==> src/rtl/dbi_bus_scheduler.sv <==
`default_nettype none
// ============================================================================
// Module      : dbi_bus_scheduler
// Description : Round-robin scheduler that shares one DBI-encoded output bus
//               among NREQ requesters. A granted requester keeps the bus for
//               bursts of up to MAX_BURST beats. Each accepted word is encoded
//               inline against the word currently on the bus and launched
//               through a single register stage with a valid/ready handshake.
// Ports       : clk        - rising-edge clock
//               reset      - asynchronous active-low reset (0 = reset)
//               dbi_en     - 1: data-bus inversion active, 0: pass-through
//               req_valid  - per-requester word valid
//               req_data   - packed words, requester i at [i*BW +: BW]
//               req_ready  - one-hot (or zero) accept strobe, same cycle
//               bus_valid  - output beat valid
//               bus_ready  - downstream accepts the beat
//               bus_data   - encoded word (inverted when bus_dbi=1)
//               bus_dbi    - inversion flag for bus_data
//               bus_src    - index of the requester that produced the beat
//               stat_clr   - (DBI_STATS_EN) clear both statistics counters
//               stat_beats - (DBI_STATS_EN) transferred beat count, saturating
//               stat_inv   - (DBI_STATS_EN) transferred inverted beats, saturating
// Options     : define DBI_STATS_EN to add the statistics counters and ports.
// Revision    : 1.0 - initial release
// ============================================================================
module dbi_bus_scheduler #(
  parameter  int BW        = 128,
  parameter  int NREQ      = 4,
  parameter  int MAX_BURST = 4,
  localparam int SW        = (NREQ > 1) ? $clog2(NREQ) : 1
) (
  input  logic               clk,
  input  logic               reset,
  input  logic               dbi_en,
  input  logic [NREQ-1:0]    req_valid,
  input  logic [NREQ*BW-1:0] req_data,
  output logic [NREQ-1:0]    req_ready,
  output logic               bus_valid,
  input  logic               bus_ready,
  output logic [BW-1:0]      bus_data,
  output logic               bus_dbi,
  output logic [SW-1:0]      bus_src
`ifdef DBI_STATS_EN
  ,
  input  logic               stat_clr,
  output logic [31:0]        stat_beats,
  output logic [31:0]        stat_inv
`endif
);

  localparam int SWP = SW + 1;
  localparam int CW  = $clog2(MAX_BURST + 1);
  localparam int OW  = $clog2(BW + 1);

  localparam logic [0:0] S_IDLE  = 1'b0;
  localparam logic [0:0] S_BURST = 1'b1;

  logic [0:0]    r_state, w_state_nxt;
  logic [SW-1:0] r_owner, w_owner_nxt;
  logic [SW-1:0] r_rr_ptr, w_rr_ptr_nxt;
  logic [CW-1:0] r_burst_cnt, w_burst_cnt_nxt;

  logic          w_slot_free;
  logic          w_accept;
  logic [SW-1:0] w_grant;
  logic          w_rr_found;
  logic [SW-1:0] w_rr_idx;
  logic [BW-1:0] w_word;
  logic [BW-1:0] w_diff;
  logic [OW-1:0] w_ones;
  logic          w_invert;

  // A new word may enter the output register when it is empty or draining.
  assign w_slot_free = !bus_valid || bus_ready;

  // Round-robin scan starting at rr_ptr. rr_ptr is always owner+1, so the
  // current owner is reached last and only wins when nobody else is valid.
  always_comb begin
    logic [SW:0] cand;
    cand       = '0;
    w_rr_found = 1'b0;
    w_rr_idx   = '0;
    for (int k = 0; k < NREQ; k++) begin
      cand = {1'b0, r_rr_ptr} + SWP'(k);
      if (cand >= SWP'(NREQ)) begin
        cand = cand - SWP'(NREQ);
      end
      if (!w_rr_found && req_valid[cand[SW-1:0]]) begin
        w_rr_found = 1'b1;
        w_rr_idx   = cand[SW-1:0];
      end
    end
  end

  // FSM: state register (state plus owner, burst counter and pointer).
  always_ff @(posedge clk or negedge reset) begin
    if (!reset) begin
      r_state     <= S_IDLE;
      r_owner     <= '0;
      r_rr_ptr    <= '0;
      r_burst_cnt <= '0;
    end else begin
      r_state     <= w_state_nxt;
      r_owner     <= w_owner_nxt;
      r_rr_ptr    <= w_rr_ptr_nxt;
      r_burst_cnt <= w_burst_cnt_nxt;
    end
  end

  // FSM: next-state and grant selection. Re-arbitration happens in the same
  // cycle the burst ends, so there is never a bubble between owners.
  always_comb begin
    w_state_nxt     = r_state;
    w_owner_nxt     = r_owner;
    w_rr_ptr_nxt    = r_rr_ptr;
    w_burst_cnt_nxt = r_burst_cnt;
    w_accept        = 1'b0;
    w_grant         = r_owner;
    if (reset && w_slot_free) begin
      if ((r_state == S_BURST) && req_valid[r_owner] &&
          (r_burst_cnt < CW'(MAX_BURST))) begin
        w_accept        = 1'b1;
        w_grant         = r_owner;
        w_burst_cnt_nxt = r_burst_cnt + CW'(1);
      end else if (w_rr_found) begin
        w_accept        = 1'b1;
        w_grant         = w_rr_idx;
        w_owner_nxt     = w_rr_idx;
        w_burst_cnt_nxt = CW'(1);
        w_rr_ptr_nxt    = (w_rr_idx == SW'(NREQ - 1)) ? '0 : (w_rr_idx + SW'(1));
        w_state_nxt     = (MAX_BURST > 1) ? S_BURST : S_IDLE;
      end else begin
        w_state_nxt = S_IDLE;
      end
    end
  end

  // FSM: outputs. Accept strobe is one-hot on the granted requester.
  always_comb begin
    req_ready = '0;
    if (w_accept) begin
      req_ready = NREQ'(1) << w_grant;
    end
  end

  // Word mux and DBI decision against the word currently held on the bus.
  always_comb begin
    w_word = '0;
    for (int k = 0; k < NREQ; k++) begin
      if (w_grant == SW'(k)) begin
        w_word = req_data[k*BW +: BW];
      end
    end
    w_diff = bus_data ^ w_word;
    w_ones = '0;
    for (int k = 0; k < BW; k++) begin
      w_ones = w_ones + OW'(w_diff[k]);
    end
    // Exactly half toggling is left uninverted.
    w_invert = dbi_en && (w_ones > OW'(BW / 2));
  end

  // Output register stage. bus_data keeps the last launched word when idle
  // because it is the reference for the next DBI decision.
  always_ff @(posedge clk or negedge reset) begin
    if (!reset) begin
      bus_valid <= 1'b0;
      bus_data  <= '0;
      bus_dbi   <= 1'b0;
      bus_src   <= '0;
    end else if (w_accept) begin
      bus_valid <= 1'b1;
      bus_data  <= w_invert ? ~w_word : w_word;
      bus_dbi   <= w_invert;
      bus_src   <= w_grant;
    end else if (bus_ready) begin
      bus_valid <= 1'b0;
    end
  end

`ifdef DBI_STATS_EN
  // Saturating transfer statistics; clear wins over counting.
  always_ff @(posedge clk or negedge reset) begin
    if (!reset) begin
      stat_beats <= '0;
      stat_inv   <= '0;
    end else if (stat_clr) begin
      stat_beats <= '0;
      stat_inv   <= '0;
    end else if (bus_valid && bus_ready) begin
      if (stat_beats != 32'hFFFF_FFFF) begin
        stat_beats <= stat_beats + 32'd1;
      end
      if (bus_dbi && (stat_inv != 32'hFFFF_FFFF)) begin
        stat_inv <= stat_inv + 32'd1;
      end
    end
  end
`endif

endmodule
`default_nettype wire
==> config.mk <==
export PLATFORM = sky130hd
export DESIGN_NAME = dbi_bus_scheduler
export DESIGN_NICKNAME = d
export VERILOG_FILES = /design/src/rtl/dbi_bus_scheduler.sv
export SDC_FILE = /design/constraint.sdc
export NUM_CORES = 1
export LEC_CHECK = 0
export ABC_CLOCK_PERIOD_IN_PS = 10400
export BUFFER_PORTS_ARGS = -buffer_cell sky130_fd_sc_hd__clkbuf_2
export CAP_MARGIN = 20
export CORE_AREA = 2 2 256 258
export CTS_CLUSTER_DIAMETER = 120
export DETAILED_ROUTE_END_ITERATION = 7
export DIE_AREA = 0 0 258 260
export GPL_TIMING_DRIVEN = 0
export MAX_ROUTING_LAYER = met4
export PLACE_DENSITY_LB_ADDON = 0.1
export SETUP_SLACK_MARGIN = 0.15
export SLEW_MARGIN = 20
export SYNTH_ARGS = -nofsm -noshare
export SYNTH_HDL_FRONTEND = slang
export SYNTH_SLANG_ARGS = --single-unit
==> constraint.sdc <==
create_clock -name clk -period 10.4 [get_ports clk]
set_input_delay 0 -clock clk [delete_from_list [all_inputs] [get_ports clk]]
set_output_delay 0 -clock clk [all_outputs]
set_load 0.02 [all_outputs]
== Word level (Yosys, flattened, before mapping) ==
Cells that the tools add are included.

* Bits of input ports: 520
* Bits in writable memories: 0
* Bits in read-only memories: 0
* Bits in latches: 0
* Memories: 0
* Flip-flop bits (word level): 140

* Reductions and logical operators: 18
* Add/sub/neg operators: 136
* Mux-type cells: 39
* Order comparisons: 11
* Shift operators: 1
* Eq/ne operators: 4
* Divide/modulo/power cells: 0
* Multiply operators: 0
* Bitwise gates (word level): 3

{| class="wikitable"
|+ Operator list
! cell !! number
|-
| $add 8x1->8 || 120
|-
| $mux 128 || 5
|-
| $not 128->128 || 1
|-
| $xor 128x128->128 || 1
|-
| $mux 2 || 12
|-
| $lt 2x3->1 const B || 5
|-
| $mux 1 || 14
|-
| $bmux 1 s2 || 5
|-
| $ge 3x3->1 const B || 3
|-
| $add 7x1->8 || 1
|-
| $gt 8x7->1 const B || 1
|-
| $sub 2x1->2 const B || 4
|-
| $add 6x1->7 || 1
|-
| $logic_and 1x1->1 || 7
|-
| $add 2x2->3 const B || 2
|-
| $add 5x1->6 || 1
|-
| $eq 2x2->1 const B || 3
|-
| $mux 3 || 2
|-
| $add 4x1->5 || 1
|-
| $add 3x1->4 || 1
|-
| $logic_not 1->1 || 4
|-
| $mux 4 || 1
|-
| $reduce_and 2->1 || 2
|-
| $reduce_bool 2->1 || 2
|-
| other kinds (13) || 13
|}

== Depth between registers and ports, before layout ==
* Word-level depth: 153
* Mapped depth: 39
* Mapped depth without buffers: 33

== Least setup slack after synthesis ==
Ideal clock, no wire load.

* Path kind: flip-flop to flip-flop
* From: register r_owner[0]
* To: register bus_data[35]
* Arrival: 9650 ps
* Library setup time: 135 ps
* Stages on the path, launching flop included: 37
* Data required time: 10265 ps
* Path slack: 616 ps
* Cell sequence: dfrtp_1 mux2_2 a2111oi_2 o21ai_1 nand2_2 inv_2 buf_2 buf_4 a32oi_2 o21a_1 xor2_1 fa_1 fa_1 inv_1 fa_1 fa_1 fa_1 inv_1 fa_1 fa_1 inv_1 fa_1 inv_1 fa_1 inv_1 fa_1 ha_1 fa_1 a211o_1 a21oi_1 o41ai_1 a31oi_1 o21ai_0 nand2_1 clkbuf_1 clkbuf_1 o211ai_1

* Word-level cells in the longest chain between the ends: 142
* Elaborated cells between the ends (all ways): 149

{| class="wikitable"
|+ Ends and longest elaborated chain
! what !! RTL line !! text
|-
| from (decl) || 59 || <nowiki>logic [SW-1:0] r_owner, w_owner_nxt;</nowiki>
|-
| from (signal assigned) || 104 || <nowiki>r_owner <= w_owner_nxt;</nowiki>
|-
| $bmux 1 s2 || 120 || <nowiki>if ((r_state == S_BURST) && req_valid[r_owner] &&</nowiki>
|-
| $mux 1 (not written as such) || 120 ||
|-
| $logic_and 1x1->1 (2 in a row) || 120 ||
|-
| $mux 2 (2 in a row) || - ||
|-
| $logic_not 2->1 || 150 || <nowiki>if (w_grant == SW'(k)) begin</nowiki>
|-
| $mux 128 (4 in a row) || 150 ||
|-
| $xor 128x128->128 || 154 || <nowiki>w_diff = bus_data ^ w_word;</nowiki>
|-
| $add 1x1->2 || 157 || <nowiki>w_ones = w_ones + OW'(w_diff[k]);</nowiki>
|-
| [... 2 more ...] || - ||
|-
| $add 4x1->5 || 157 ||
|-
| $add 5x1->6 || 157 ||
|-
| $add 6x1->7 || 157 ||
|-
| $add 7x1->8 || 157 ||
|-
| $add 8x1->8 (120 in a row) || 157 ||
|-
| $gt 8x7->1 || 160 || <nowiki>w_invert = dbi_en && (w_ones > OW'(BW / 2));</nowiki>
|-
| $logic_and 1x1->1 || 160 ||
|-
| $mux 128 || 173 || <nowiki>bus_data <= w_invert ? ~w_word : w_word;</nowiki>
|-
| to (signal assigned) || 173 ||
|-
| to (decl) || 40 || <nowiki>output logic [BW-1:0] bus_data,</nowiki>
|}

Parallel ways exist; a longest one is shown, timed or not. The select of a mux whose other input is x is not followed.
A chain may end at the register's enable or synchronous reset.

== Worst setup path in the final report ==
* From: register r_owner[0]
* To: register bus_data[116]

The elaborated chain is that of the path after synthesis.

==> run_results.csv <==
group,metric,value,unit
routing,drc,0,
timing,setup_violations,29,
timing,rsz0062_at_grt,"yes",
floorplanning,core,64100,µm²
place,gp_congestion,0.897,
routing,antenna_left,0,
global_route,antenna_found_initial,6,
routing,wl_per_cell,29.3,µm
cts,clkSlewWorstSetupHoldPaths,70,ps
setup_path,critical_path_class,"reg2reg",
synth,ys_seq_elements,140,
place,portBuffers,652,
synth,syn_inst,1518,
hold_path,min_path_type,"in2reg",
global_route,grt_max_degree,72,
cells_and_area,nets,3363,
setup_path,end_kind,"flip-flop",
setup_path,crit_path_max_fanout,9,
global_route,grt_pass1_wl,142000,µm
cts,numCtsBuffers,17,
cts,h-tree-depth,4,
setup_path,rrSetupSlack,-40,ps
floorplanning,die_h,260,µm
routing,drt_iter0_drc,1148,
synth,synth_top_area_share,23.9,%
setup_path,crit_slowest_cell,"fa_1",
place,placed_area,19100,µm²
setup_path,cpPeakStageDelay,650,ps
floorplanning,ioPinCount,656,
timing,period_minus_slack,10440,ps
synth,synth_area_leaders,"dfrtp_1 (24%), fa_1 (16%), o211ai_1 (11%), mux2i_1 (8.9%), a32oi_1 (5.7%)",
run,cap_violations,0,
floorplanning,fp-row-count,93,
cts,clock-sinks,140,
cells_and_area,final_area,26800,µm²
cts,cts.path.max_buffers,2,
global_route,overflow,0,
timing,tightest_slew,1120,ps
cts,clk_latency,500,ps
routing,wirelength,105000,µm
timing,fin_skew,16.0,ps
timing,fin_ws,-35.4,ps
synth,avgSynthCellArea,9.67,µm²
synth,synthFlopType,"dfrtp_1",
synth,synth_enable_flop_cells,0,
cells_and_area,area_delta_synth_final,82.8,%
place,dpl.hpwl,77900,µm
outcome,violations,"negative setup slack",
global_route,grt.total_usage,31.1,%
synth,yosysWarnings,0,
floorplanning,start_util,22.9,%
timing,period_share,100,%
routing,vias,18100,
setup_path,crit_top_cell,"fa_1",
setup_path,cp.required,10750,ps
cts,ctsRootBufferMaster,"clkbuf_16",
floorplanning,die_width,258,µm
synth,synth_fp_nets,2179,
outcome,status,"complete, but fails checks",
synth,ys_seq_area_share,23.9,%
synth,ys_types,54,
routing,dr.pass1.iters,5,
setup_path,start_kind,"flip-flop",
floorplanning,die_area,67100,µm²
place,pre_cts_slack,-2900,ps
timing,drv_slew,0,
synth,synthesis.area,14700,µm²
timing,slew_headroom,25.6,%
cells_and_area,drive_above_1_share,36.7,%
setup_path,reg2reg_depth,36,
timing,fmax,95.8,MHz
routing,vias_per_cell,5.05,
cts,cts_tree,"built",
setup_path,critPathArrivalTime,10790,ps
synth,async_flop_share,100,%
synth,synth_largest_area_cell,"dfrtp_1",
timing,finalHoldViolations,0,
global_route,first_global_vias,19300,
hold_path,min_delay_path_depth,4,
[placed cells by master, fill, tap and decap left out, types with 8 or more instances in the layout]
cell type      instances
clkbuf_2             653
dlygate4sd3_1        440
o211ai_1             214
nand2_1              155
dfrtp_1              139
mux2i_1              121
o21a_1               107
fa_1                 107
inv_1                 86
a32oi_1               76
xnor2_1               61
buf_4                 56
xor2_1                47
clkbuf_16             39
a21oi_1               38
buf_12                29
clkbuf_1              28
ha_1                  25
buf_6                 23
a32oi_2               21
buf_2                 20
o32ai_1               17
a21oi_2               13
a31oi_4               11
clkbuf_8              10
buf_8                 10
xor2_2                10
a31oi_1                9
a32oi_4                9
fa_2                   8
[area by class of cell]
class	count	area (µm²)
inverters	94	363
flip-flops and latches	140	3500
fillers	6448	37300
well taps	855	1070
clock buffers	22	464
plain buffers	131	1460
clock inverters	9	90.1
diodes	7	17.5
multi-input cells	1152	11200
repair buffers	1166	8660
[per-stage QoR]
step | TNS (ps) | hold WS [ps] | util (%) | cells
floorplan | 0 | -296 | - | 1518
global placement | -743770 | 315 | 29.7 | 3025
detailed placement | -324760 | -159 | 29.8 | 3028
CTS | 0 | 0.497 | 40.7 | 3541
global route | -25660 | 0.517 | 41.8 | 3575
finish | -430 | 0.662 | 41.9 | 3576
[cell usage after synthesis (9+ instances only)]
library cell and count:
a21oi_1 51, a31oi_1 24, a32oi_1 96, a32oi_2 10, buf_2 42, buf_4 9
clkbuf_1 73, dfrtp_1 140, fa_1 115, ha_1 26, inv_1 92, mux2i_1 130
nand2_1 159, o211ai_1 214, o21a_1 107, o21ai_0 9, o32ai_1 22, xnor2_1 67
xor2_1 64
[timing repair]
action,in CTS,in global routing
endpoints found under the hold margin,267,0
resized for setup,313,96
endpoints found under the setup margin,129,129
cloned,1,12
setup buffers,39,17
hold buffers,442,0
pin swaps,37,46
[worst max-delay path, delay by kind of cell, from the launching register on]
family | cells | cell delay, ps
AOI/OAI and AO/OA | 10 | 2040
xor gates and xnor gates | 2 | 380
adders and majority gates | 12 | 5860
buffers and inverters | 10 | 1020
DFF | 1 | 450
muxes | 1 | 350
and+or+nand+nor | 1 | 170
[per-layer routing]
layer	routed length [µm]	share of wire [%]	track usage, %	up-vias
met5	0	0	-	-
met4	2940	2.8	8.61	0
met3	6580	6.3	5.98	129
met2	53000	51	54.3	828
met1	42300	40	36.3	9083
li1	-	-	-	8034
[cell families (layout without fill, tap and decap cells)]
kind of cell	count (synthesis)	in the layout	share of synthesized area, %
compound gates	552	552	28.8
buf+inv	226	1422	6.72
simple gates	194	194	5.59
fa+ha+maj	141	141	17.9
flops	140	140	23.9
mux	134	134	9.26
xor+xnor	131	131	7.81
other cells	0	7	0
[final timing paths]
kind / from / end
max reg2reg: r_owner[0] / bus_data[116]
min in group asynchronous: reset / bus_data[48]
min: req_data[75] / bus_data[75]
max in group asynchronous: reset / r_owner[0]
max: r_owner[0] / bus_data[116]
min reg2reg: r_burst_cnt[0] / r_burst_cnt[0]
[registers in the layout, indices dropped and copies added, names as in the netlist, named ones only]
| name | flops |
|---|---|
| r_burst_cnt | 3 |
| bus_dbi | 1 |
| r_state | 1 |
| bus_data | 128 |
| bus_src | 2 |
| r_owner | 2 |
| bus_valid | 1 |
| r_rr_ptr | 1 |
Power is left out: the tool's default activity adds up to more than one toggle a clock period on the data nets, which glitch-free logic cannot reach.
